### src/rtl/prom_arbiter.sv
// Round-robin arbiter sharing one single-port program ROM between the display
// digit lookup (requester 0) and the alarm melody sequencer (requester 1).
module prom_arbiter #(
    parameter int ADDR_W = 8,
    parameter int DATA_W = 4
) (
    input  logic              clk,
    input  logic              reset,

    input  logic              req0,
    input  logic [ADDR_W-1:0] addr0,
    output logic              ack0,
    output logic              rvalid0,

    input  logic              req1,
    input  logic [ADDR_W-1:0] addr1,
    output logic              ack1,
    output logic              rvalid1,

    output logic [DATA_W-1:0] rdata,
    output logic              busy,

    output logic [ADDR_W-1:0] rom_ad,
    output logic              rom_ce,
    output logic              rom_oce,
    output logic              rom_reset,
    input  logic [DATA_W-1:0] rom_dout
);

    typedef enum logic [1:0] {
        IDLE    = 2'd0,
        ISSUE   = 2'd1,
        CAPTURE = 2'd2
    } state_t;

    state_t            state_q;
    logic              last_grant_q;
    logic              owner_q;
    logic              ack0_q;
    logic              ack1_q;
    logic              rvalid0_q;
    logic              rvalid1_q;
    logic              rom_ce_q;
    logic [ADDR_W-1:0] rom_ad_q;
    logic [DATA_W-1:0] rdata_q;

    logic              win_valid_d;
    logic              win_sel_d;
    logic [ADDR_W-1:0] win_addr_d;

    // Winner selection: a lone request wins outright; under contention the
    // requester that was not granted last time goes first.
    // NOTE: every always_comb output gets a default first so no latch is inferred.
    always_comb begin
        win_valid_d = req0 | req1;
        win_sel_d   = 1'b0;
        if (req0 && req1) begin
            win_sel_d = ~last_grant_q;
        end else if (req1) begin
            win_sel_d = 1'b1;
        end
        win_addr_d = win_sel_d ? addr1 : addr0;
    end

    // NOTE: sequential state uses non-blocking assignments only, so every
    // register samples pre-edge values regardless of statement order.
    always_ff @(posedge clk) begin
        if (reset) begin
            state_q      <= IDLE;
            last_grant_q <= 1'b1;
            owner_q      <= 1'b0;
            ack0_q       <= 1'b0;
            ack1_q       <= 1'b0;
            rvalid0_q    <= 1'b0;
            rvalid1_q    <= 1'b0;
            rom_ce_q     <= 1'b0;
            rom_ad_q     <= '0;
            rdata_q      <= '0;
        end else begin
            ack0_q    <= 1'b0;
            ack1_q    <= 1'b0;
            rvalid0_q <= 1'b0;
            rvalid1_q <= 1'b0;

            case (state_q)
                IDLE: begin
                    if (win_valid_d) begin
                        rom_ad_q     <= win_addr_d;
                        rom_ce_q     <= 1'b1;
                        ack0_q       <= ~win_sel_d;
                        ack1_q       <= win_sel_d;
                        last_grant_q <= win_sel_d;
                        owner_q      <= win_sel_d;
                        state_q      <= ISSUE;
                    end else begin
                        rom_ce_q <= 1'b0;
                    end
                end

                // ROM samples rom_ad at the edge closing this cycle; rom_ad is kept.
                ISSUE: begin
                    rom_ce_q <= 1'b0;
                    state_q  <= CAPTURE;
                end

                CAPTURE: begin
                    rdata_q   <= rom_dout;
                    rvalid0_q <= ~owner_q;
                    rvalid1_q <= owner_q;
                    state_q   <= IDLE;
                end

                default: begin
                    rom_ce_q <= 1'b0;
                    state_q  <= IDLE;
                end
            endcase
        end
    end

    assign ack0      = ack0_q;
    assign ack1      = ack1_q;
    assign rvalid0   = rvalid0_q;
    assign rvalid1   = rvalid1_q;
    assign rdata     = rdata_q;
    assign busy      = (state_q != IDLE);
    assign rom_ad    = rom_ad_q;
    assign rom_ce    = rom_ce_q;
    assign rom_oce   = 1'b1;
    assign rom_reset = reset;

endmodule

### config.mk
export PLATFORM = sky130hd
export DESIGN_NAME = prom_arbiter
export DESIGN_NICKNAME = d
export VERILOG_FILES = /design/src/rtl/prom_arbiter.sv
export SDC_FILE = /design/constraint.sdc
export NUM_CORES = 1
export LEC_CHECK = 0
export ABC_AREA = 1
export CAP_MARGIN = 5
export CORE_MARGIN = 2
export CORE_UTILIZATION = 36
export CTS_BUF_LIST = sky130_fd_sc_hd__clkbuf_16
export DETAILED_ROUTE_END_ITERATION = 6
export PLACE_DENSITY_LB_ADDON = 0.15
export SLEW_MARGIN = 20
export SYNTH_ARGS = -nofsm -noshare
export SYNTH_HDL_FRONTEND = slang
export SYNTH_SLANG_ARGS = --single-unit
### constraint.sdc
create_clock -name clk -period 1.1 [get_ports clk]
set_clock_uncertainty 0.15 [all_clocks]
set_input_delay 0.22 -clock clk [delete_from_list [all_inputs] [get_ports clk]]
set_output_delay 0.22 -clock clk [all_outputs]
set_load 0.01 [all_outputs]
==> results of run 1 <==
[area by class of cell]
cell class,count,area [µm²]
clock buffers,3,75.1
clock inverters,1,5.00
fillers,213,797
inverters,15,61.3
multi-input cells,92,519
flip-flops and latches,21,435
well taps,30,37.5
repair buffers,64,547
[Yosys cell counts (all sizes together)]
library cell / number
nand2: 33
nor2: 32
dfxtp: 21
inv: 15
nand3: 10
a21boi: 8
buf: 6
o21ai: 5
a21oi: 1
conb: 1
nor3: 1
[path summary, 6_finish.rpt]
kind | startpoint | end | depth (start not counted)
worst min register to register | rom_ce$_SDFFE_PP0P_ | rom_ce$_SDFFE_PP0P_ | 2
worst max-delay path | state_q[1]$_SDFFE_PP0P_ | rdata[1]$_SDFFE_PP0N_ | 7
worst min-delay path | reset | state_q[1]$_SDFFE_PP0P_ | 3
worst max register to register | state_q[1]$_SDFFE_PP0P_ | rdata[1]$_SDFFE_PP0N_ | 7
[routing by layer]
metal	global-route usage	part of all wire	routed length [µm]
met5	0	0	0
met1	0.224	0.37	1050
met4	0.0488	0.018	52
met2	0.327	0.53	1490
met3	0.0591	0.078	220
[worst register-to-register path, delay by kind of cell (launching register included)]
| kind | cells | cell delay [ns] |
|---|---|---|
| AND/OR/NAND/NOR | 3 | 0.24 |
| buffers and inverters | 4 | 0.38 |
| flip-flops | 1 | 0.34 |
[power groups by stage]
stage / combinational [µW] / sequential, µW / clock, µW
CTS: 551 / 861 / 789
floorplan: 217 / 900 / 0
global route: 676 / 881 / 829
finish: 620 / 872 / 782
detailed placement: 551 / 875 / 0
global placement: 542 / 872 / 0
[what timing repair did]
| action | CTS | global route |
|---|---|---|
| pin swaps | 12 | 7 |
| setup endpoints to repair | 39 | 29 |
| gates cloned | 1 | 0 |
| buffers inserted | 2 | 2 |
| hold endpoints to repair | 0 | 0 |
| gates resized for setup | 101 | 36 |
[kinds of logic (layout without fill, tap and decap cells)]
kind of cell,Yosys count,in the layout
buffers and inverters,21,83
other,1,1
DFF,21,21
AOI/OAI and AO/OA,14,14
and+or+nand+nor,76,77
[metrics by stage]
stage / power (µW) / area (µm²)
floorplan: 1120 / 933
global placement: 1410 / 1490
detailed placement: 1430 / 1490
CTS: 2200 / 1550
global route: 2390 / 1680
finish: 2270 / 1680
==> metrics.md, run 1 <==
| Metric | Value |
|---|---|
| Yosys reg bits | `21` |
| Remaining Overflow, GRT | `0` |
| Critical setup path kind | `reg -> reg` |
| Clk_lat worst skew | `0.25 ns` |
| Layout area overhead | `80.0%` |
| Final std cells w/o fill | `226` |
| Net Sw Frac | `0.278` |
| Initial antenna violation count | `0` |
| Crit path launch type | `flip-flop` |
| Synth Area in Simple Gates | `0.334` |
| Synth Area in Adders | `0` |
| Crit share post-route | `1.11` |
| Final setup viols | `21` |
| Final ANT Viol Nets | `0` |
| Crit. End Element | `flip-flop` |
| First-pass GRT wire length | `4020 µm` |
| GR Util All Layers | `0.188` |
| Die W | `54.9 µm` |
| Drt drc | `0` |
| Starting Density | `0.377` |
| Inserted Clock Buffers | `3` |
| Final nets | `221` |
| Clock Root Buffer | `clkbuf_16` |
| Top-level port count | `44` |
| N_diodes | `0` |
| Avg Inst Size Synth | `7.02 µm²` |
| Core Area | `0.00248 mm²` |
| NetSw | `633 µW` |
| Worst setup margin | `-0.120 ns` |
| Mux contribution to synthesized area | `0` |
| GPL Wtd Cong | `0.730` |
| WP data required | `1.09 ns` |
| LEAKAGE | `0.000814 µW` |
| Top delay family on crit path | `buffers and inverters` |
| Hold Vio Cnt, Final | `0` |
| CTS HTree Levels | `1` |
| Max reg flops | `8` |
| Max incr delay on CP | `0.34 ns` |
| Syn nets | `157` |
| Dominant cells by area after synthesis | `dfxtp_1 (45%), nand2_1 (12%), nor2_1 (12%)` |
| F_max | `0.820 GHz` |
| Sequential power share | `0.383` |
| Placement Rows | `18` |
| Fin crit period | `1.22 ns` |
| Routed vias/inst | `4.67` |
| VDD IR max | `0.00126 V` |
| Failing checks | `negative setup slack` |
| Combinational share of power | `0.273` |
| CP cell instances | `inv_2 > buf_4 > nor2_4 > buf_6 > inv_6 > nor2_4 > nor2_1` |
| Die footprint | `0.00302 mm²` |
| Max Slew Vio Count | `0` |
| Final Routed Wirelength | `2810 µm` |
| Most frequent cells in the layout | `nand2_1 (23), nor2_1 (20), clkdlybuf4s50_1 (20), buf_2 (17), buf_4 (14)` |
| PwrDens | `1350 mW/mm²` |
| Pin count of the biggest net entering global routing | `17` |
| CTS sink cnt | `21` |
| Mapped Area | `933 µm²` |
| Share of layout cells above drive strength 1 | `0.439` |
| Clock share of power | `0.344` |
| Chip height | `54.9 µm` |
| Placed Cells | `217` |
| Library cells used by synthesis | `17` |
| Cell taking the most area after synthesis | `dfxtp_1` |
| Iteration-0 DRC Markers | `25` |
| Slowest-stage cell, CP | `dfxtp_2` |
| Buf+Inv Stages, Crit Path | `4` |
| Core Util, Final | `0.678` |
| Yosys warns | `0` |
| Maximum clock insertion buffer count | `2` |
| Hold_ws | `0.249 ns` |
| Vias | `1,055` |
| CTS tree | `yes` |
| Setup TNS | `-1.75 ns` |
| Vias in the first global route | `923` |
| DR pass1 iterations | `4` |
| CTS Hold Bufs | `0` |
| Max-Cap Viols | `0` |
| RSZ-0062 raised after global routing | `true` |
| Largest family of logic cells by synthesized area | `simple AND/OR/NAND/NOR gates` |
| Synthesized instance count | `133` |
| CP Data Arrival Time | `1.21 ns` |
| Internal | `1640 µW` |
| Commonest non-fill, non-tap cell in the layout | `nand2_1` |
| Reg clk slew, reported paths | `0.06 ns` |
| Synth Area in XOR/XNOR | `0` |
| Post-synthesis compound-gate area fraction | `0.101` |
| Status | `finished, violations left` |
| I/O Buffers | `42` |
| R2R setup slack | `-0.12 ns` |
| Crit path top cell by count | `nor2_4` |
| DP HPWL | `1720 µm` |
| Yosys top cell area share | `0.450` |
| HP Class | `in -> reg` |
| Dpl ws | `-0.516 ns` |
| Avg WL per Cell | `12.4 µm` |
| Sequential-to-total area share from yosys stat | `0.450` |
| Critical path fanouts, max | `7` |
Power figures use the tool's default switching activity.
==> run 2, diff against run 1 <==
Settings changed: CORE_ASPECT_RATIO set to 0.6, CTS_CLUSTER_DIAMETER set to 30.
==> metrics.md, run 2 (synthesis results as in run 1) <==
| Metric | Value |
|---|---|
| Final std cells w/o fill | `221 (-2.2%)` |
| Status | `finished, violations left` |
| GR Util All Layers | `0.181 (-0.00706)` |
| CTS sink cnt | `21 (unchanged)` |
| Final setup viols | `20 (-4.8%)` |
| Reg clk slew, reported paths | `0.06 ns (about the same)` |
| Buf+Inv Stages, Crit Path | `2 (-2)` |
| Worst reg2reg startpoint | `state_q[1]$_SDFFE_PP0P_` |
| Placed Cells | `214 (-1.4%)` |
| Max Slew Vio Count | `0 (unchanged)` |
| Fin crit period | `1.20 ns (-0.0178 ns)` |
| HP Class | `in -> reg` |
| Reg2reg path depth | `7 (unchanged)` |
| Hold_ws | `0.230 ns (-0.0184 ns)` |
| Crit. End Element | `output pin` |
| Worst setup margin | `-0.102 ns (+0.0178 ns)` |
| Max incr delay on CP | `0.32 ns (-0.02 ns)` |
| CP startpoint | `state_q[1]$_SDFFE_PP0P_` |
| Combinational share of power | `0.247 (-0.026)` |
| Top delay family on crit path | `flip-flops` |
| Die W | `69.7 µm (+27%)` |
| CP Data Arrival Time | `0.83 ns (-0.38 ns)` |
| RSZ-0062 raised after global routing | `true` |
| Hold Vio Cnt, Final | `0 (unchanged)` |
| Clk_lat worst skew | `0.25 ns (about the same)` |
| Share of layout cells above drive strength 1 | `0.354 (-0.0843)` |
| Terminus of the critical flop-to-flop path | `rom_ad[1]$_SDFFE_PP0P_` |
| Layout area overhead | `65.4%` |
| PwrDens | `1390 mW/mm² (+2.6%)` |
| Vias | `964 (-8.6%)` |
| Clock Root Buffer | `clkbuf_16` |
| Dpl ws | `-0.509 ns (+0.00729 ns)` |
| Final Routed Wirelength | `2530 µm (-10%)` |
| GPL Wtd Cong | `0.740 (+1.5%)` |
| I/O Buffers | `42 (unchanged)` |
| Commonest non-fill, non-tap cell in the layout | `nand2_1` |
| Starting Density | `0.375 (-0.00152)` |
| CP cell instances | `inv_2 > nand2_2 > buf_2` |
| Internal | `1580 µW (-3.6%)` |
| Max-Cap Viols | `0 (unchanged)` |
| Chip height | `43.4 µm (-21%)` |
| Final nets | `214 (-3.2%)` |
| LEAKAGE | `0.000767 µW (-5.8%)` |
| Worst setup path end | `busy` |
| CTS tree | `yes` |
| Inserted Clock Buffers | `3 (unchanged)` |
| F_max | `0.832 GHz (+1.5%)` |
| Iteration-0 DRC Markers | `69 (+180%)` |
| Sequential power share | `0.405 (+0.022)` |
| Net Sw Frac | `0.262 (-0.0161)` |
| Clock share of power | `0.347 (+0.003)` |
| Core Area | `0.00249 mm² (+0.40%)` |
| DR pass1 iterations | `4 (unchanged)` |
| NetSw | `562 µW (-11%)` |
| Most frequent cells in the layout | `nand2_1 (28), nor2_1 (24), clkdlybuf4s50_1 (20), buf_2 (18), inv_1 (13)` |
| Crit share post-route | `1.09 (-0.0162)` |
| Crit path launch type | `flip-flop` |
| Critical setup path kind | `reg -> out` |
| Max reg flops | `8 (unchanged)` |
| Remaining Overflow, GRT | `0 (unchanged)` |
| Final ANT Viol Nets | `0 (unchanged)` |
| Vias in the first global route | `879 (-4.8%)` |
| Failing checks | `negative setup slack` |
| Crit. path cell count | `3 (-4)` |
| R2R setup slack | `-0.09 ns (+0.03 ns)` |
| Design area | `0.00154 mm² (-8.1%)` |
| WP data required | `0.73 ns (-0.36 ns)` |
| Avg WL per Cell | `11.5 µm (-7.9%)` |
| Placement Rows | `14 (-4)` |
| Die footprint | `0.00303 mm² (+0.43%)` |
| VDD IR max | `0.00101 V (-20%)` |
| Top-level port count | `44 (unchanged)` |
| Pin count of the biggest net entering global routing | `18 (+1)` |
| Critical path fanouts, max | `2 (-5)` |
| Initial antenna violation count | `0 (unchanged)` |
| Routed vias/inst | `4.36 (-6.6%)` |
| N_diodes | `0 (unchanged)` |
| Maximum clock insertion buffer count | `2 (unchanged)` |
| Placed cell areas | `0.00146 mm² (-2.3%)` |
| DP HPWL | `1670 µm (-2.9%)` |
| Slowest-stage cell, CP | `dfxtp_2` |
| Drt drc | `0 (unchanged)` |
| First-pass GRT wire length | `4210 µm (+4.8%)` |
| CTS HTree Levels | `1 (unchanged)` |
[run 2: worst min path at each step]
stage	from	cells after the start	slack, ns	to
floorplan	reset	1	0.14	owner_q$_SDFFE_PP0P_
global placement	owner_q$_SDFFE_PP0P_	1	0.30	rvalid0$_SDFF_PP0_
detailed placement	owner_q$_SDFFE_PP0P_	2	0.30	rvalid1$_SDFF_PP0_
CTS	reset	3	0.22	owner_q$_SDFFE_PP0P_
global route	reset	3	0.25	state_q[1]$_SDFFE_PP0P_
finish	reset	3	0.23	owner_q$_SDFFE_PP0P_
[run 2: worst reg2reg max path, delay by kind of cell (launching register included)]
kind / cells / cell delay [ns]
and+or+nand+nor: 4 / 0.28
DFF: 1 / 0.32
AOI/OAI and AO/OA: 1 / 0.08
buffers and inverters: 2 / 0.28
[run 2: power groups by stage]
stage / Combinational (µW) / Clock [µW] / Sequential (µW)
after floorplan: 217 / 0 / 900
after global placement: 516 / 0 / 873
after detailed placement: 521 / 0 / 875
after CTS: 514 / 761 / 863
after global routing: 585 / 798 / 875
final: 530 / 745 / 869
[run 2: what timing repair did]
action / CTS / global route
pin swaps: 11 / 10
setup buffers: 1 / 1
endpoints found under the hold margin: 0 / 0
gates resized for setup: 103 / 14
hold buffers: 0 / 0
cloned: 1 / 0
endpoints found under the setup margin: 39 / 30
[run 2: metal layers]
| layer | vias to the layer above | wire length, µm | track usage |
|---|---|---|---|
| met5 | - | 0 | 0 |
| met4 | 0 | 18 | 0.0577 |
| met3 | 2 | 212 | 0.0698 |
| met2 | 36 | 1070 | 0.273 |
| met1 | 408 | 1230 | 0.244 |
| li1 | 518 | - | - |
[run 2: cell type report]
type,instances,area (µm²)
Fill cell,227,943
Multi-Input combinational cell,92,468
Timing Repair Buffer,57,468
Sequential cell,21,433
Clock buffer,3,75.1
Inverter,15,56.3
Tap cell,32,40.0
Clock inverter,1,3.75
[run 2: through the flow]
stage,setup TNS (ns),util,total power (µW)
floorplan,-0.119,-,1120
CTS,-0.904,0.605,2140
detailed placement,-11.10,0.586,1400
global placement,-10.50,0.586,1390
finish,-1.11,0.621,2140
global route,-2.28,0.621,2260
